[src/rtl/axistream_pack.sv]
// axistream_pack
//   Width-up packer: gathers NUM_PACK consecutive DATA_WIDTH-bit AXI-Stream
//   words into one DATA_WIDTH*NUM_PACK-bit word. One word is assembled in an
//   accumulator while the previous packed word sits in the output register.
//   This lets a full-rate source keep streaming while the sink drains.
//
//   Optional feature macro: AXISTREAM_PACK_FLUSH_EN
//     defined   : src_tlast on any beat closes the group early; unfilled slots
//                 read 0 and dest_tcnt reports the filled count.
//     undefined : groups are always NUM_PACK words; dest_tcnt == NUM_PACK.
//
// Ports
//   clk, rst_n                          clock, async active-low reset
//   src_tvalid/src_tready/src_tdata/src_tlast      narrow input stream
//   dest_tvalid/dest_tready/dest_tdata/dest_tlast  packed output stream
//   dest_tcnt                           valid narrow words in dest_tdata

module axistream_pack #(
   parameter int DATA_WIDTH = 8,
   parameter int NUM_PACK   = 4,
   parameter bit BIG_ENDIAN = 1'b0
) (
   input  logic                              clk,
   input  logic                              rst_n,
   input  logic                              src_tvalid,
   output logic                              src_tready,
   input  logic [DATA_WIDTH-1:0]             src_tdata,
   input  logic                              src_tlast,
   output logic                              dest_tvalid,
   input  logic                              dest_tready,
   output logic [DATA_WIDTH*NUM_PACK-1:0]    dest_tdata,
   output logic                              dest_tlast,
   output logic [$clog2(NUM_PACK+1)-1:0]     dest_tcnt
);

   localparam int OUT_W  = DATA_WIDTH * NUM_PACK;
   localparam int CNT_W  = $clog2(NUM_PACK);
   localparam int TCNT_W = $clog2(NUM_PACK + 1);

   logic [CNT_W-1:0] cnt;
   logic [CNT_W-1:0] slot;
   logic [OUT_W-1:0] acc;
   logic [OUT_W-1:0] acc_next;
   logic             out_free;
   logic             beat_last;
   logic             src_hs;
   logic             dest_hs;
   logic             group_done;
   logic [TCNT_W-1:0] tcnt_next;

   assign out_free = !dest_tvalid || dest_tready;

`ifdef AXISTREAM_PACK_FLUSH_EN
   assign beat_last = (cnt == CNT_W'(NUM_PACK - 1)) || src_tlast;
   assign tcnt_next = TCNT_W'(cnt) + TCNT_W'(1);
`else
   assign beat_last = (cnt == CNT_W'(NUM_PACK - 1));
   assign tcnt_next = TCNT_W'(NUM_PACK);
`endif

   // Only a group-completing beat needs room in the output register; other
   // beats land in the accumulator regardless of the sink.
   assign src_tready = rst_n && (out_free || !beat_last);
   assign src_hs     = src_tvalid && src_tready;
   assign dest_hs    = dest_tvalid && dest_tready;
   assign group_done = src_hs && beat_last;

   always_comb begin
      slot     = BIG_ENDIAN ? (CNT_W'(NUM_PACK - 1) - cnt) : cnt;
      acc_next = acc;
      acc_next[int'(slot)*DATA_WIDTH +: DATA_WIDTH] = src_tdata;
   end

   always_ff @(posedge clk or negedge rst_n) begin
      if (!rst_n) begin
         cnt         <= '0;
         acc         <= '0;
         dest_tvalid <= 1'b0;
         dest_tdata  <= '0;
         dest_tlast  <= 1'b0;
         dest_tcnt   <= '0;
      end else begin
         if (group_done) begin
            // Output register is free here (guaranteed by src_tready), so a
            // same-cycle dest handshake simply reloads with no bubble.
            dest_tdata  <= acc_next;
            dest_tlast  <= src_tlast;
            dest_tcnt   <= tcnt_next;
            dest_tvalid <= 1'b1;
            acc         <= '0;
            cnt         <= '0;
         end else begin
            if (src_hs) begin
               acc <= acc_next;
               cnt <= cnt + CNT_W'(1);
            end
            if (dest_hs) begin
               dest_tvalid <= 1'b0;
            end
         end
      end
   end

endmodule

[config.mk]
export PLATFORM = sky130hd
export DESIGN_NAME = axistream_pack
export DESIGN_NICKNAME = d
export VERILOG_FILES = /design/src/rtl/axistream_pack.sv
export SDC_FILE = /design/constraint.sdc
export NUM_CORES = 1
export LEC_CHECK = 0
export CAP_MARGIN = 20
export CORE_ASPECT_RATIO = 0.7
export CORE_MARGIN = 2
export CORE_UTILIZATION = 40
export DETAILED_ROUTE_END_ITERATION = 6
export PLACE_DENSITY = 0.58
export SLEW_MARGIN = 25
export SYNTH_ARGS = -nofsm -noshare
export SYNTH_HDL_FRONTEND = slang
export SYNTH_SLANG_ARGS = --single-unit
[constraint.sdc]
create_clock -name clk -period 3.1 [get_ports clk]
set_input_delay 0.62 -clock clk [delete_from_list [all_inputs] [get_ports clk]]
set_output_delay 0.62 -clock clk [all_outputs]
set_load 0.01 [all_outputs]
## Word level (Yosys, flattened, before mapping)

Cells that the tools add are included.

| storage, ports and cells | value |
|---|---|
| register bits after elaboration | 69 |
| input port bits | 13 |

| cells by class | value |
|---|---|
| $add $sub $neg | 2 |
| eq/ne operators | 1 |
| shift operators | 2 |
| mux-type cells | 7 |
| reductions and logical operators | 10 |

Operators with widths:

| operator | number |
|---|---|
| $mux 32 | 2 |
| $neg 5->33 | 1 |
| $shift 8x33->32 const A | 1 |
| $shiftx 8x33->32 | 1 |
| $bwmux 32 | 1 |
| $logic_and 1x1->1 | 4 |
| $mux 2 | 2 |
| $reduce_bool 2->1 | 2 |
| $add 2x1->2 const B | 1 |
| $eq 2x2->1 const B | 1 |
| $logic_not 1->1 | 2 |
| $logic_or 1x1->1 | 2 |
| $mux 1 | 2 |

## Depth between registers and ports, before layout

Gate-level depths: netlist (run 1).

| depth | value |
|---|---|
| word-level depth | 7 |
| gate-level depth with buffers | 7 |
| gate-level depth less buffers | 5 |

## Worst setup path before layout (run 1)

OpenSTA, ideal clock, no wires.

| timing | value |
|---|---|
| kind | register to register |
| start | register cnt[0] |
| end | register acc[23] |
| library setup time | 66 ps |
| arrival | 1752 ps |
| data required time | 3034 ps |
| slack | 1282 ps |
| stages on the path, launching flop included | 6 |
| clock period less this slack | 1818 ps |
| cells stage by stage | dfrtp_1 inv_1 ha_1 nor4b_4 and4_4 a22o_1 |

| on the way | value |
|---|---|
| cells in the longest elaborated chain, start to end | 7 |
| elaborated cells on any way between the ends | 13 |

Ends and longest elaborated chain:

| what | line | text |
|---|---|---|
| start, declared | 40 | `logic [CNT_W-1:0] cnt;` |
| start signal, assigned | 95 | `cnt <= cnt + CNT_W'(1);` |
| parallel branches: the longest is 7 deep, another holds $neg 5->33 | - |  |
| end signal, assigned | 94 | `acc <= acc_next;` |
| end, declared | 42 | `logic [OUT_W-1:0] acc;` |

Several ways; the timed one is not identified. The select of a mux whose other input is x is not followed.
A chain may end at the register's enable or synchronous reset.

## Final worst setup path (run 1)

| timing | value |
|---|---|
| start | register cnt[0] |
| end | output port src_tready |

| on the way | value |
|---|---|
| cells in the longest elaborated chain, start to end | 4 |

Ends and longest elaborated chain:

| what | line | text |
|---|---|---|
| $eq 2x2->1 | 57 | `assign beat_last = (cnt == CNT_W'(NUM_PACK - 1));` |
| $logic_not 1->1 | 63 | `assign src_tready = rst_n && (out_free \|\| !beat_last);` |
| $logic_or 1x1->1 | 63 |  |
| $logic_and 1x1->1 | 63 |  |
| end, declared | 26 | `output logic src_tready,` |

Every way passes these cells.

==> results by group, run 1 <==
Place
  – DP Worst Slack: 0.5392 ns
  – I/O Buffers: between 40 and 50
  – Detailed placer's ending HPWL: ~5500 um
  – Routability congestion estimate: just over 0.8
  – Placed cell areas: between 3000 and 4000 um^2

STA
  – RSZ-0062 raised after global routing: no
  – Least-Margin Pin Slew: roughly 0.78 ns
  – Max-slew violations: 0
  – Fin crit share: 89.92%
  – Max transition margin: around 48%
  – Final worst setup slack: roughly 0.31 ns
  – Final Setup Violations: 0
  – Clock Skew: between 0.003 and 0.004 ns
  – Final hold vios: 0
  – Max Clock Freq: approximately 360 MHz
  – Tmin final: 2.788 ns
  – Fin Setup TNS: 0 ns

Detailed routing
  – Antenna Nets Post-Route: 0
  – Vias per cell: ~5.7
  – DRT Pass-1 Iters: 4
  – Final routed DRC violation total: 0
  – Initial DRC count: about 170
  – Routed vias: roughly 2500
  – Drt wl/cell: ~19 um
  – Drt total wl: around 8500 um

Layout
  – Design Area, Final: 4049 um^2
  – Fin util: roughly half
  – Fill cells: between 700 and 800
  – Share of post-route cells with drive strength above 1: about 8.5%
  – Final nets: 358
  – Ant diodes: 0
  – Layout area overhead: 23.32%

Logic synthesis
  – Ranking of synthesized cells by area: dfrtp_1 (53%), a21oi_1 (11%), a22o_1 (4.8%)
  – Mapped Cells: 301
  – Ys flop type: dfrtp_1
  – Post-synthesis cell area: 3283 um^2
  – Distinct cells, synth: 35
  – Syn avg cell area: roughly 11 um^2
  – FFs w/ async S/R, synth: 100.0%
  – Synth area leader: dfrtp_1
  – Simple-gate share of the synthesized area: about an eighth
  – Mux share of post-synthesis cell area: ~1.1%
  – Seq/Total Area, Yosys: between 50% and 60%
  – Yosys Warn Count: 0
  – Largest family of logic cells by synthesized area: compound AO/OA/AOI/OAI gates
  – EDFF count, synth: 0
  – Synth top area share: about 53%
  – Adder-cell area share of the yosys netlist: approximately 2.3%
  – XOR/XNOR share of the synthesized area: 0%
  – Post-synthesis compound-gate area fraction: roughly 25%
  – Post-synth top cells: a21oi_1 (70), dfrtp_1 (69), nor2b_1 (25), a22o_1 (18), a31oi_1 (13)
  – #FFs+latches synth: 69
  – Most frequent cell after synthesis: a21oi_1

Pwr
  – Sw power: around 1.2 mW
  – Comb power frac: between 30% and 40%
  – Switch share: around a third
  – Leakage: 1.701 nW
  – Worst vdd ir: 471.3 uV
  – Seq pwr share: between 30% and 40%
  – Clock group share of total power: between 20% and 30%
  – Internal: roughly 2.5 mW
  – Pwr/cell area: 930.0 nW/um^2

Die
  – Die width: ~110 um
  – Top Ports: between 50 and 60
  – Initial Utilization: between 40 and 50%
  – DIE AREA: roughly 9000 um^2
  – Height of the die: approximately 80 um
  – Core ar.: between 7000 and 8000 um^2
  – FP Rows: 27

Min path
  – Worst hold path class: in -> async

Worst setup path
  – WP data arrival: 2.17 ns
  – CP Launch Type: register
  – Critical setup path kind: reg -> out
  – CP Max Fanout: 13
  – Slowest cell on crit path: dfrtp_1
  – Levels on crit path: 4
  – CP required: 2.48 ns
  – CP peak stage delay: around 0.52 ns
  – CP endpoint kind: primary output
  – CP Buf/Inv Count: 1
  – Top delay family on crit path: flip-flops
  – Critical path cell sequence: ha_1 > nand3b_1 > and2_1 > clkdlybuf4s50_1
  – Reg2Reg Depth: 5

Clocking
  – Post-cts hold buffer count: 0
  – Clock transition at path regs: about 0.05 ns
  – TritonCTS Buffers: 9
  – Clock sink count: 69
  – Resize count post-CTS: 0
  – CTS Buffer Depth: 2
  – Root buf cell: clkbuf_16
  – Clock Latency Late Sink: 0.33 ns
  – Postcts setup bufs: 0
  – CTS tree: yes
  – # H-tree levels: 3

Global route
  – Largest net degree at the start of global routing: 44
  – Vias in the first global route: between 2000 and 3000
  – Initial antenna violation count: 0
  – GR Overflow Total: 0
  – First-pass GRT wire length: 14130 um
  – GRT Overall Usage: a little over a fifth

Status
  – Status: complete, no violations

Run
  – # Max-Cap Violations: 0
[worst paths after layout]
| path | from | slack (ns) | endpoint |
|---|---|---|---|
| hold reg to reg | dest_tcnt[2] | 0.46 | dest_tcnt[2] |
| min in group clk | dest_tcnt[2] | 0.46 | dest_tcnt[2] |
| hold / removal | rst_n | 0.37 | dest_tvalid |
| max in group asynchronous | rst_n | 1.88 | dest_tdata[17] |
| setup / recovery | cnt[0] | 0.31 | src_tready |
| setup reg to reg | cnt[0] | 0.80 | acc[16] |
[metal layers]
metal / wire [um] / vias to the layer above / track usage, %
met5: 0 / - / 0
met4: 48 / 0 / 4.634
met3: 589 / 4 / 7.289
met2: 3645 / 69 / 29.22
met1: 4256 / 1254 / 30.84
li1: - / 1199 / -
[flip-flops by register name (all words and copies together) (netlist names)]
signal and count:
dest_tcnt 1, dest_tlast 1, dest_tdata 32, acc 32
cnt 2, dest_tvalid 1
[final cells by class]
class	count	area (um^2)	share of cell area, %
Tap cell	101	126.4	3.121
Clock inverter	1	5.005	0.1236
Timing Repair Buffer	55	528.0	13.04
Clock buffer	14	274.0	6.768
Sequential cell	69	1727	42.65
Multi-Input combinational cell	201	1378	34.02
Inverter	3	11.26	0.2781
[worst register-to-register path, delay by kind of cell (launching register included)]
kind,cells,cell delay (ns)
DFF,1,0.52
AOI/OAI and AO/OA,1,0.13
buffers and inverters,1,0.16
adders and majority gates,1,0.44
and+or+nand+nor,2,0.99
[logic make-up after synthesis]
logic type / Yosys count
compound gates: 127
fa+ha+maj: 6
buf+inv: 32
flops: 69
mux: 3
other cells: 1
simple gates: 63
[placed cells by master, fill, tap and decap left out, drive strengths merged]
cell           count
and2               6
nand2              3
clkdlybuf4s50     47
nand3             11
nor3b              1
nand3b             1
a31oi             13
and4b              2
mux2               2
nor4b              1
ha                 6
and3               1
o2bb2ai            5
nand2b             8
a32o               9
a32oi              5
mux2i              1
and4               1
a21oi             70
and3b              1
a22o              18
conb               2
clkbuf            14
and4bb             2
nor2b             25
dfrtp             69
o2111ai            4
clkinv             1
buf                8
inv                3
a22oi              3
[per-stage QoR]
stage,hold slack [ns],instances,power (mW)
after global routing,0.4164,444,4.024
after floorplan,0.3244,302,2.171
after detailed placement,0.4530,429,2.825
after CTS,0.3859,444,3.805
final,0.3689,444,3.766
after global placement,0.4500,429,2.812
[power groups by stage]
stage	Sequential, mW	Combinational, mW	Clock [mW]
floorplan	1.48	0.688	0
global placement	1.38	1.43	0
detailed placement	1.39	1.43	0
CTS	1.38	1.44	0.981
global route	1.42	1.58	1.03
finish	1.38	1.43	0.958
(Power assumes the default switching activity.)
==> inputs of run 2 (changes only) <==
Settings changed: CTS_BUF_LIST from default to sky130_fd_sc_hd__clkbuf_16, RECOVER_POWER from default to 50.
==> run 2 against run 1 <==
Design area shrank 0.83%. Routed wire length shrank 0.26%. Sequential share of layout area grew 0.36 points. Sequential power is essentially flat. Setup slack lost 0.0035 ns. Utilization shrank 0.43 points. Count of clock-buffer cells in the layout shrank 5. Clock power shrank 8.8%. Global-route usage is essentially flat. Hold slack gained 0.032 ns. Highest routed layer unchanged.
==> results by group, run 2 (synthesis gave the netlist of run 1 again) <==
Status
  – Status: complete, no violations

Die
  – Height of the die: approximately 80 um
  – FP Rows: 27
  – Die width: ~110 um
  – DIE AREA: about 9000 um^2
  – Core ar.: 7905 um^2
  – Top Ports: between 50 and 60
  – Initial Utilization: between 40 and 50%

STA
  – RSZ-0062 raised after global routing: no
  – Tmin final: approximately 2.8 ns
  – Least-Margin Pin Slew: roughly 0.91 ns
  – Clock Skew: 0.004296 ns
  – Fin Setup TNS: 0 ns
  – Max transition margin: about two fifths
  – Max-slew violations: 0
  – Max Clock Freq: 358.3 MHz
  – Final hold vios: 0
  – Fin crit share: 90.03%
  – Final worst setup slack: 0.3089 ns
  – Final Setup Violations: 0

Layout
  – Most frequent cells in the layout: a21oi_1 (70), dfrtp_1 (69), clkdlybuf4s50_1 (29)
  – Layout area overhead: 22.29%
  – Ant diodes: 0
  – Most common cell after layout, fill and taps aside: a21oi_1
  – Share of post-route cells with drive strength above 1: about 7.3%
  – Final nets: ~360
  – Fill cells: a little under 800
  – Regs by FF count: acc x32, dest_tdata x32, cnt x2

Clocking
  – CTS Buffer Depth: 2
  – # H-tree levels: 3
  – Post-cts hold buffer count: 0
  – Resize count post-CTS: 0
  – Root buf cell: clkbuf_16
  – Clock transition at path regs: 0.05 ns
  – CTS tree: yes
  – TritonCTS Buffers: 9
  – Clock Latency Late Sink: 0.33 ns
  – Clock sink count: 69
  – Postcts setup bufs: 0

Place
  – I/O Buffers: 48
  – Detailed placer's ending HPWL: around 5500 um
  – Routability congestion estimate: between 0.8 and 0.9
  – DP Worst Slack: ~0.54 ns

Detailed routing
  – Final routed DRC violation total: 0
  – Initial DRC count: about 160
  – Drt wl/cell: around 19 um
  – Drt total wl: between 8000 and 9000 um
  – Antenna Nets Post-Route: 0
  – Routed vias: approximately 2600
  – DRT Pass-1 Iters: 4
  – Vias per cell: between 5 and 6

Worst setup path
  – WP data arrival: between 2 and 2.5 ns
  – Register-to-register setup slack: between 0.7 and 0.8 ns
  – CP required: about 2.5 ns
  – CP Max Fanout: 13
  – CP endpoint kind: primary output
  – Reg2reg start: cnt[0]
  – Crit path launch: cnt[0]
  – Critical setup path kind: reg -> out
  – CP Launch Type: register

Global route
  – GRT Overall Usage: 20.83%
  – Initial antenna violation count: 0
  – First-pass GRT wire length: 14130 um
  – GR Overflow Total: 0
  – Largest net degree at the start of global routing: between 40 and 50
  – Vias in the first global route: 2562

Pwr
  – Worst vdd ir: around 450 uV
  – Pwr/cell area: around 900 nW/um^2
  – Leakage: 1.698 nW

Run
  – # Max-Cap Violations: 0

Min path
  – Worst hold path class: in -> async
-- run 2: cell type report --
type	count	area, um^2	share of cell area, %
clock buffers	9	225.2	5.609
clock inverters	6	23.77	0.5921
inverters	3	11.26	0.2805
multi-input cells	201	1378	34.31
flip-flops and latches	69	1727	43.00
well taps	101	126.4	3.147
repair buffers	55	524.3	13.06
-- run 2: report_power, final --
part           switching [mW]  internal [mW]
logic                   0.705          0.680
registers               0.164           1.21
clock network           0.354          0.520
-- run 2: layer usage --
| metal | up-vias | global-route usage [%] | share of wire [%] |
|---|---|---|---|
| met5 | - | 0 | 0 |
| met4 | 0 | 5.366 | 1.3 |
| met1 | 1286 | 30.68 | 51 |
| met2 | 77 | 29.40 | 42 |
| met3 | 11 | 6.834 | 6.3 |
| li1 | 1191 | - | - |
-- run 2: metrics by stage --
| step | util (%) | cells | power (mW) | area, um^2 | hold slack, ns |
|---|---|---|---|---|---|
| final | 50.79 | 444 | 3.631 | 4015 | 0.4009 |
| after global routing | 50.79 | 444 | 3.891 | 4015 | 0.4531 |
| after CTS | 50.84 | 444 | 3.722 | 4019 | 0.3865 |
| after detailed placement | 47.69 | 429 | 2.825 | 3770 | 0.4530 |
| after global placement | 47.69 | 429 | 2.812 | 3770 | 0.4500 |
| after floorplan | - | 302 | 2.171 | 3287 | 0.3244 |
-- run 2: path summary, 6_finish.rpt --
path | cells past startpoint | endpoint
worst max-delay path | 4 | src_tready
worst min-delay path | 2 | dest_tvalid
worst max register to register | 5 | acc[16]
worst min register to register | 1 | dest_tcnt[2]
max in group asynchronous | 3 | dest_tdata[11]
min in group clk | 1 | dest_tcnt[2]
-- run 2: critical path: stages (launching register included) --
cell and delay, ns:
dfrtp_1 0.52, ha_1 0.47, nand3b_1 0.14, and2_1 0.20, clkdlybuf4s50_1 0.50
